**config.mk**
```make
export PLATFORM = sky130hd
export DESIGN_NAME = cell_s_sequencer_flat
export DESIGN_NICKNAME = d
export VERILOG_FILES = /design/src/rtl/cell_s_pkg.sv /design/src/rtl/cell_s_sequencer_if.sv /design/src/rtl/cell_s_prog_mem.sv /design/src/rtl/cell_s_sequencer.sv /design/src/flat_wrapper.sv
export SDC_FILE = /design/constraint.sdc
export NUM_CORES = 1
export LEC_CHECK = 0
export BUFFER_PORTS_ARGS = -buffer_cell sky130_fd_sc_hd__buf_2
export CORE_AREA = 2 2 210 109
export CTS_CLUSTER_SIZE = 28
export DETAILED_ROUTE_END_ITERATION = 10
export DIE_AREA = 0 0 212 111
export PLACE_DENSITY = 0.73
export SLEW_MARGIN = 20
export SYNTH_ARGS = -nofsm -noshare
export SYNTH_HDL_FRONTEND = slang
export SYNTH_SLANG_ARGS = --single-unit
```
**constraint.sdc**
```tcl
create_clock -name clk -period 5 [get_ports clk]
set_clock_uncertainty 0.1 [all_clocks]
set_input_delay 0.5 -clock clk [delete_from_list [all_inputs] [get_ports clk]]
set_output_delay 0.5 -clock clk [all_outputs]
set_load 0.02 [all_outputs]
```
**src/rtl/cell_s_pkg.sv**
```systemverilog
// cell_s_pkg: shared opcodes, instruction layout and FSM encodings for the cell sequencer
package cell_s_pkg;
  localparam logic [1:0] OP_SLL = 2'd0;
  localparam logic [1:0] OP_SRL = 2'd1;
  localparam logic [1:0] OP_SRA = 2'd2;
  localparam logic [1:0] OP_XOR = 2'd3;
  localparam int INSTR_W = 9;
  localparam int BYP_B = 8;
  localparam int SEL0_MSB = 7;
  localparam int SEL0_LSB = 6;
  localparam int SEL1_MSB = 5;
  localparam int SEL1_LSB = 4;
  localparam int OP_MSB = 3;
  localparam int OP_LSB = 2;
  localparam int DST_MSB = 1;
  localparam int DST_LSB = 0;
  typedef enum logic [1:0] {ST_IDLE = 2'd0, ST_EXEC = 2'd1, ST_RESP = 2'd2} state_t;
  typedef struct packed {
    logic bypass;
    logic [1:0] sel0;
    logic [1:0] sel1;
    logic [1:0] selop;
    logic [1:0] dst;
  } instr_t;
  function automatic instr_t decode(logic [INSTR_W-1:0] w);
    instr_t i;
    i.bypass = w[BYP_B];
    i.sel0 = w[SEL0_MSB:SEL0_LSB];
    i.sel1 = w[SEL1_MSB:SEL1_LSB];
    i.selop = w[OP_MSB:OP_LSB];
    i.dst = w[DST_MSB:DST_LSB];
    return i;
  endfunction
endpackage

```
**src/rtl/cell_s_sequencer_if.sv**
```systemverilog
// cell_s_sequencer_if: host handshakes plus the loop to the external shifter/XOR cell
interface cell_s_sequencer_if #(parameter int WIDTH = 32, parameter int DEPTH = 8);
  localparam int AW = $clog2(DEPTH);
  logic load_valid;
  logic load_ready;
  logic [1:0] load_addr;
  logic [WIDTH-1:0] load_data;
  logic prog_we;
  logic [AW-1:0] prog_addr;
  logic [8:0] prog_data;
  logic start;
  logic [AW:0] len;
  logic busy;
  logic result_valid;
  logic result_ready;
  logic [WIDTH-1:0] result;
  logic [WIDTH-1:0] cell_in0, cell_in1, cell_in2, cell_in3;
  logic [1:0] cell_sel0, cell_sel1, cell_selop;
  logic cell_bypass;
  logic [WIDTH-1:0] cell_out;
  modport master (
    output load_valid, load_addr, load_data, prog_we, prog_addr, prog_data, start, len, result_ready, cell_out,
    input load_ready, busy, result_valid, result, cell_in0, cell_in1, cell_in2, cell_in3,
    input cell_sel0, cell_sel1, cell_selop, cell_bypass
  );
  modport slave (
    input load_valid, load_addr, load_data, prog_we, prog_addr, prog_data, start, len, result_ready, cell_out,
    output load_ready, busy, result_valid, result, cell_in0, cell_in1, cell_in2, cell_in3,
    output cell_sel0, cell_sel1, cell_selop, cell_bypass
  );
endinterface

```
**src/rtl/cell_s_prog_mem.sv**
```systemverilog
// cell_s_prog_mem: DEPTH x 9 micro-program store, synchronous write, combinational read
module cell_s_prog_mem import cell_s_pkg::*; #(
  parameter int DEPTH = 8,
  parameter int AW = $clog2(DEPTH)
) (
  input  logic               clk,
  input  logic               we,
  input  logic [AW-1:0]      waddr,
  input  logic [INSTR_W-1:0] wdata,
  input  logic [AW-1:0]      raddr,
  output logic [INSTR_W-1:0] rdata
);
  logic [INSTR_W-1:0] mem [DEPTH];
  always_ff @(posedge clk) if (we) mem[waddr] <= wdata;
  assign rdata = mem[raddr];
endmodule

```
**src/rtl/cell_s_sequencer.sv**
```systemverilog
// cell_s_sequencer: operand bank and micro-program sequencer closing the loop around the cell
module cell_s_sequencer import cell_s_pkg::*; #(
  parameter int WIDTH = 32,
  parameter int DEPTH = 8
) (
  input logic clk,
  input logic reset,
  cell_s_sequencer_if.slave bus
);
  localparam int AW = $clog2(DEPTH);
  state_t state, state_nx;
  logic [AW-1:0] pc;
  logic [AW:0] len_q, len_c;
  logic [WIDTH-1:0] r [4];
  logic [WIDTH-1:0] res_q, r0_new;
  logic [INSTR_W-1:0] rd;
  instr_t ins;
  logic idle, exec, last;
  cell_s_prog_mem #(.DEPTH(DEPTH), .AW(AW)) u_mem (
    .clk(clk), .we(bus.prog_we && idle), .waddr(bus.prog_addr), .wdata(bus.prog_data),
    .raddr(pc), .rdata(rd)
  );
  assign ins = decode(rd);
  assign idle = state == ST_IDLE;
  assign exec = state == ST_EXEC;
  assign len_c = bus.len > (AW+1)'(DEPTH) ? (AW+1)'(DEPTH) : bus.len;
  assign last = (AW+1)'(pc) + 1'b1 == len_q;
  // a same-cycle load to R0 must be visible to a zero-length program
  assign r0_new = bus.load_valid && bus.load_addr == 2'd0 ? bus.load_data : r[0];
  always_ff @(posedge clk) state <= reset ? ST_IDLE : state_nx;
  always_comb begin
    state_nx = idle ? (bus.start ? (len_c == '0 ? ST_RESP : ST_EXEC) : ST_IDLE)
             : exec ? (last ? ST_RESP : ST_EXEC)
             : (bus.result_ready ? ST_IDLE : ST_RESP);
  end
  always_comb begin
    bus.load_ready = idle;
    bus.busy = !idle;
    bus.result_valid = state == ST_RESP;
    bus.result = res_q;
    bus.cell_sel0 = exec ? ins.sel0 : 2'd0;
    bus.cell_sel1 = exec ? ins.sel1 : 2'd0;
    bus.cell_selop = exec ? ins.selop : OP_SLL;
    bus.cell_bypass = exec && ins.bypass;
    bus.cell_in0 = r[0];
    bus.cell_in1 = r[1];
    bus.cell_in2 = r[2];
    bus.cell_in3 = r[3];
  end
  always_ff @(posedge clk) begin
    if (reset) begin
      pc <= '0;
      len_q <= '0;
      res_q <= '0;
      for (int i = 0; i < 4; i++) r[i] <= '0;
    end else if (idle) begin
      if (bus.load_valid) r[bus.load_addr] <= bus.load_data;
      if (bus.start) begin
        pc <= '0;
        len_q <= len_c;
        if (len_c == '0) res_q <= r0_new;
      end
    end else if (exec) begin
      r[ins.dst] <= bus.cell_out;
      pc <= pc + 1'b1;
      if (last) res_q <= bus.cell_out;
    end
  end
endmodule

```
**src/flat_wrapper.sv**
```systemverilog
// flat-port wrapper written by rule: the top's interface ports become plain ports
module cell_s_sequencer_flat import cell_s_pkg::*;
#(
  parameter int WIDTH = 32,
  parameter int DEPTH = 8
)
  (clk, reset, bus_load_valid, bus_load_addr, bus_load_data, bus_prog_we, bus_prog_addr, bus_prog_data, bus_start, bus_len, bus_result_ready, bus_cell_out, bus_load_ready, bus_busy, bus_result_valid, bus_result, bus_cell_in0, bus_cell_in1, bus_cell_in2, bus_cell_in3, bus_cell_sel0, bus_cell_sel1, bus_cell_selop, bus_cell_bypass);
  cell_s_sequencer_if #(.WIDTH(WIDTH), .DEPTH(DEPTH)) bus_i ();
  input logic clk;
  input logic reset;
  input wire logic [$bits(bus_i.load_valid)-1:0] bus_load_valid;
  input wire logic [$bits(bus_i.load_addr)-1:0] bus_load_addr;
  input wire logic [$bits(bus_i.load_data)-1:0] bus_load_data;
  input wire logic [$bits(bus_i.prog_we)-1:0] bus_prog_we;
  input wire logic [$bits(bus_i.prog_addr)-1:0] bus_prog_addr;
  input wire logic [$bits(bus_i.prog_data)-1:0] bus_prog_data;
  input wire logic [$bits(bus_i.start)-1:0] bus_start;
  input wire logic [$bits(bus_i.len)-1:0] bus_len;
  input wire logic [$bits(bus_i.result_ready)-1:0] bus_result_ready;
  input wire logic [$bits(bus_i.cell_out)-1:0] bus_cell_out;
  output wire logic [$bits(bus_i.load_ready)-1:0] bus_load_ready;
  output wire logic [$bits(bus_i.busy)-1:0] bus_busy;
  output wire logic [$bits(bus_i.result_valid)-1:0] bus_result_valid;
  output wire logic [$bits(bus_i.result)-1:0] bus_result;
  output wire logic [$bits(bus_i.cell_in0)-1:0] bus_cell_in0;
  output wire logic [$bits(bus_i.cell_in1)-1:0] bus_cell_in1;
  output wire logic [$bits(bus_i.cell_in2)-1:0] bus_cell_in2;
  output wire logic [$bits(bus_i.cell_in3)-1:0] bus_cell_in3;
  output wire logic [$bits(bus_i.cell_sel0)-1:0] bus_cell_sel0;
  output wire logic [$bits(bus_i.cell_sel1)-1:0] bus_cell_sel1;
  output wire logic [$bits(bus_i.cell_selop)-1:0] bus_cell_selop;
  output wire logic [$bits(bus_i.cell_bypass)-1:0] bus_cell_bypass;
  assign bus_i.load_valid = bus_load_valid;
  assign bus_i.load_addr = bus_load_addr;
  assign bus_i.load_data = bus_load_data;
  assign bus_i.prog_we = bus_prog_we;
  assign bus_i.prog_addr = bus_prog_addr;
  assign bus_i.prog_data = bus_prog_data;
  assign bus_i.start = bus_start;
  assign bus_i.len = bus_len;
  assign bus_i.result_ready = bus_result_ready;
  assign bus_i.cell_out = bus_cell_out;
  assign bus_load_ready = bus_i.load_ready;
  assign bus_busy = bus_i.busy;
  assign bus_result_valid = bus_i.result_valid;
  assign bus_result = bus_i.result;
  assign bus_cell_in0 = bus_i.cell_in0;
  assign bus_cell_in1 = bus_i.cell_in1;
  assign bus_cell_in2 = bus_i.cell_in2;
  assign bus_cell_in3 = bus_i.cell_in3;
  assign bus_cell_sel0 = bus_i.cell_sel0;
  assign bus_cell_sel1 = bus_i.cell_sel1;
  assign bus_cell_selop = bus_i.cell_selop;
  assign bus_cell_bypass = bus_i.cell_bypass;
  cell_s_sequencer #(.WIDTH(WIDTH), .DEPTH(DEPTH)) u_core (.clk(clk), .reset(reset), .bus(bus_i));
endmodule
```
# == Yosys cells after proc, flatten, opt, wreduce, memory -nomap -nowiden ==
# Memory sizes are Yosys's and may differ from the RTL's. A register that Yosys moved wholly into a read port is not among the register bits.
# Index checks and enable logic that the tools add are counted.
# Widths: inputs -> output; s select.
# totals
in_bits,88
mem_bits_rw,200
output_inout_bits,170
reg_bits,41
mem_count,2
# classes
n_mux,39
reduce_logical,14
order_cmp,1
n_addsub,2
n_eq_ne,5
# mem_list
memory,words,width,rd,rd_ports_with_merged_regs,wr,line_no,source
u_core.r,4,32,4,0,4,cell_s_sequencer.sv:14,logic [WIDTH-1:0] r [4];
u_core.u_mem.mem,8,9,1,1,1,cell_s_prog_mem.sv:13,logic [INSTR_W-1:0] mem [DEPTH];
# ops
operator,count
$mux 32,8
$reduce_or 32->1,2
$mux 2,11
$mux 3,5
$mux 1,14
$add 3x1->4 const B,1
$eq 4x4->1,1
$gt 4x4->1 const B,1
$logic_not 2->1,2
$logic_not 4->1,1
$mux 4,1
$ne 2x2->1 const B,2
$reduce_and 2->1,2
$reduce_and 4->1,1
$reduce_bool 2->1,2
$add 3x1->3 const B,1
$logic_and 1x1->1,3
$eq 2x1->1 const B,1
$eq 2x2->1 const B,1
$logic_not 1->1,1

# == Depth between registers and ports, before layout ==
# logic_depth
ltp_word,7
mapped_depth,9
mapped_depth_nobuf,6

# == Modules after synthesis ==
# A second synthesis with hierarchy kept.
# hier_totals
cells_unflattened,727
area_unflattened_um2,10223.6
# modules_own_cells
module,n_inst,area_per_inst_um2,cells_per_inst
cell_s_sequencer,1,7384.6,610
cell_s_prog_mem,1,2839.0,117

# == Worst setup path before layout ==
# No wires, ideal clock.
# synth_timing
path_type,register -> register
startpoint,register u_core.state[0]
endpoint,"memory u_core.r[3][0], enable pin"
arrival_ps,3607
n_path_buf,2
path_slack_ps,832
required_time_ps,4439
path_stages_with_launch,7
cell_sequence,dfxtp_1 > clkbuf_1 > nand2b_1 > clkbuf_1 > or2_2 > o221a_2 > nor3_1
# synth_rtl
element,line_no,source
"start, declared",cell_s_sequencer.sv:11,"state_t state, state_nx;"
"start signal, assigned",cell_s_sequencer.sv:30,always_ff @(posedge clk) state <= reset ? ST_IDLE : state_nx;
"end, declared",cell_s_sequencer.sv:14,

==> qor.txt <==
LOGIC SYNTHESIS
--------------------------------------------------------------------------------------
Unique cell type count in the Yosys netlist                                         41
Yosys top cell by area                                                    sky130_fd_sc_hd__edfxtp_1
Dominant cells by area after synthesis                                    sky130_fd_sc_hd__edfxtp_1 (60%), sky130_fd_sc_hd__dfxtp_1 (8.8%), sky130_fd_sc_hd__mux4_2 (4.1%)
Most instantiated cells after synthesis                                   sky130_fd_sc_hd__edfxtp_1 (200), sky130_fd_sc_hd__nor2_1 (86), sky130_fd_sc_hd__dfxtp_1 (44)
Post-synth EDFFs                                                                   200
Post-synthesis sequential area ratio                                            0.6892
Post-Syn Area per Cell                                                     13.61 sq um
Cell Area, Synth                                                            9992 sq um
Main synth FF type                                                        sky130_fd_sc_hd__edfxtp_1
Cell count after synthesis                                                         734
Flop and latch count out of synthesis                                              244
Most used standard cell by instance count after synthesis                 sky130_fd_sc_hd__edfxtp_1
Number of warnings reported in the yosys synthesis log                               0
Number of nets produced by synthesis                                               823
Top-area cell type share of the netlist area                                    0.6011
Share of async-settable or async-resettable flops after synthesis                    0

WORST SETUP PATH
--------------------------------------------------------------------------------------
Critical Path Slowest Stage Cell                                          sky130_fd_sc_hd__nor2_4
Startpoint of the most critical setup path                                u_core.state[0]
R2R cell count                                                                       5
Buffers and inverters on the worst path                                              0
WP depth                                                                             5
Startpoint of the worst register-to-register path                         u_core.state[0]
Maximum fanout encountered on the critical timing path                              33
Endpoint required time on the critical path                                    5030 ps
Worst Setup EP                                                            u_core.r[2][27]
Longest individual stage delay on the worst path                                960 ps
Reg2Reg Setup Slack                                                            1160 ps
Critical path cell sequence                                               nand2b_1, nor2_4, a21oi_2, or3_2, nand2b_2
Crit Path Class                                                             reg -> reg
Largest delay share family, worst path                                    simple AND/OR/NAND/NOR gates
Kind of start point of the critical path                                          flop
Setup crit end kind                                                               flop
Critical path arrival                                                          3860 ps
Capture point of the worst reg-to-reg path                                u_core.r[2][27]

TIMING
--------------------------------------------------------------------------------------
Setup repair after global routing missed its margin                              false
Post-route fraction of the period consumed by the critical path                 0.7672
Number of endpoints failing setup at the final stage                                 0
Actual transition at the worst max-transition pin                              1155 ps
Min setup slack post-route                                                     1164 ps
Number of hold-slack violations in the final timing report                           0
Max-Slew Margin vs Limit                                                        0.2276
Max-slew violation count                                                             0
Final Critical Period                                                          3836 ps
Maximum operating frequency                                                 0.2607 GHz
Setup TNS Final                                                                   0 ps

ROUTE
--------------------------------------------------------------------------------------
Routed Wire Length                                                            28.31 mm
Remaining antenna violation count                                                    0
Number of iterations in the first detailed-routing pass                              5
Drc violations                                                                       0
Via Count                                                                         7169
First-iteration detailed-routing DRC count                                         833
Mean routed wirelength per cell                                               21.76 um
Via/cell ratio                                                                   5.510

CLOCK TREE
--------------------------------------------------------------------------------------
CTS H-tree lvls                                                                      1
Clock-pin slew on the worst setup and hold paths                                 70 ps
Hold buffer count at CTS                                                             0
Number of buffers created by CTS                                                    23
Setup bufs post-CTS                                                                  0
Clock latency on the worst-skew pair                                            510 ps
Post-CTS sizing                                                                      0
Num Clock Sinks                                                                    244
CTS Buffer Depth                                                                     3
Root buffer cell                                                          sky130_fd_sc_hd__clkbuf_16
TritonCTS clock tree                                                               yes

LAYOUT
--------------------------------------------------------------------------------------
Final instance area                                                        12310 sq um
Layout net count                                                                  1064
Layout Area Growth over Synthesis                                               23.19%
Fraction of layout instances using a drive strength above 1                     0.3845

DIE
--------------------------------------------------------------------------------------
Die Area                                                                   23530 sq um
Die Width                                                                       212 um
FP Rows                                                                             39
Number of top-level pins                                                           258
Starting density of the core                                                    0.4540
Die height                                                                      111 um
Core Region                                                                22010 sq um

PLACED DESIGN
--------------------------------------------------------------------------------------
Count of buffers inserted at the top-level ports                                   257
Weighted congestion reported at the end of routability-driven placement         0.8502
Sum of net half-perimeters after detailed placement                           19.58 mm
Pre-CTS WS                                                                     1222 ps
Standard cell area after detailed placement                                11590 sq um

JOB
--------------------------------------------------------------------------------------
Max cap viols                                                                        0

PWR
--------------------------------------------------------------------------------------
Total Power Consumption                                                        4743 uW
Static leakage power                                                       0.005115 uW
Clk network pwr share                                                            0.354
Combinational power share                                                        0.142
Psw                                                                            1290 uW
Ratio of total power to cell area                                         385.3 nW/um^2
Switching fraction of total power                                               0.2721
Worst voltage drop across the vdd grid                                     0.0002225 V
Seq pwr share                                                                    0.504
Pint                                                                           3452 uW

GLOBAL ROUTE
--------------------------------------------------------------------------------------
Grt total ovfl                                                                       0
Largest net degree at the start of global routing                                   64
First-pass GRT wire length                                                    42.25 mm
Number of antenna violations at the first check in global routing                    3
Vias in the first global route                                                    6956
GRT Util Overall                                                                0.2397

OUTCOME
--------------------------------------------------------------------------------------
Status                                                                    finished clean

WORST HOLD PATH
--------------------------------------------------------------------------------------
Worst hold path type                                                         in -> reg

-- through the flow --
stage	instances	hold WS [ps]	util
5_1_grt	1299	143.7	0.5591
3_5_place_dp	1257	355.6	0.5269
3_3_place_gp	1257	350.7	0.5269
6_report	1301	165.1	0.5593
2_1_floorplan	734	343.3	-
4_1_cts	1298	133.7	0.5589
-- how the worst min path moves through the flow --
stage,slack [ps],depth (start not counted),start,to
after floorplan,340,2,u_core.len_q[0],u_core.len_q[0]
after global placement,350,2,u_core.bus.result[29],u_core.bus.result[29]
after detailed placement,360,2,u_core.bus.result[30],u_core.bus.result[30]
after CTS,130,1,bus_prog_data[6],u_core.u_mem.mem[0][6]
after global routing,140,1,bus_prog_data[6],u_core.u_mem.mem[1][6]
final,170,1,bus_prog_data[7],u_core.u_mem.mem[4][7]
-- worst reg2reg max path, cell delays in order, from the launching register on --
cell	delay, ps
sky130_fd_sc_hd__dfxtp_1	510
sky130_fd_sc_hd__nand2b_1	520
sky130_fd_sc_hd__nor2_4	960
sky130_fd_sc_hd__a21oi_2	170
sky130_fd_sc_hd__or3_2	480
sky130_fd_sc_hd__nand2b_2	650
-- flip-flops by register name, indices dropped and copies added, names as in the netlist, named ones only --
signal             cells
u_core.bus.result     32
u_core.len_q           4
u_core.pc              3
u_core.r             128
u_core.state           2
u_core.u_mem.mem      72
-- final cells by class --
class                      instances  area (sq um)
sequential                       244          6887
antenna                            3         7.507
clock inverter                     8         51.30
inverter                          34         127.6
multi-input combinational        402          2815
fill                            1830          9698
timing repair buffer             270          1384
tap                              307         384.1
clock buffer                      33         653.1
-- cells by family after synthesis --
kind of cell,synth area share
flops,0.6892
buf+inv,0.03744
mux,0.08415
fa+ha+maj,0.001252
simple gates,0.1049
xor+xnor,0.002630
compound gates,0.08039
-- per-layer routing --
metal	share of wire	GRT usage	wire, um	vias to the layer above
met5	0.00046	0	13	-
met4	0.020	0.05493	554	2
met3	0.096	0.06912	2708	41
met2	0.43	0.3464	12240	351
met1	0.45	0.3576	12790	3558
li1	-	-	-	3217
-- power by group through the flow --
stage	clock network, uW	registers (uW)	logic [uW]
final	1680	2390	673
after global routing	1790	2400	722
after CTS	1710	2390	672
after detailed placement	0	2430	672
after global placement	0	2430	661
after floorplan	0	2560	276
-- layout by cell type (no fill, tap or decap), drive strengths merged, types with 32 or more instances in the layout --
cell    netlist  routed
dfxtp        44      44
nand2        43      43
mux2i        40      40
inv          34      34
a21oi        39      39
buf          16     270
a22oi        32      32
nand3        35      35
clkbuf       38      33
nor2        116     116
o221ai       33      33
edfxtp      200     200
No activity file was read; power rests on OpenSTA's default activity.
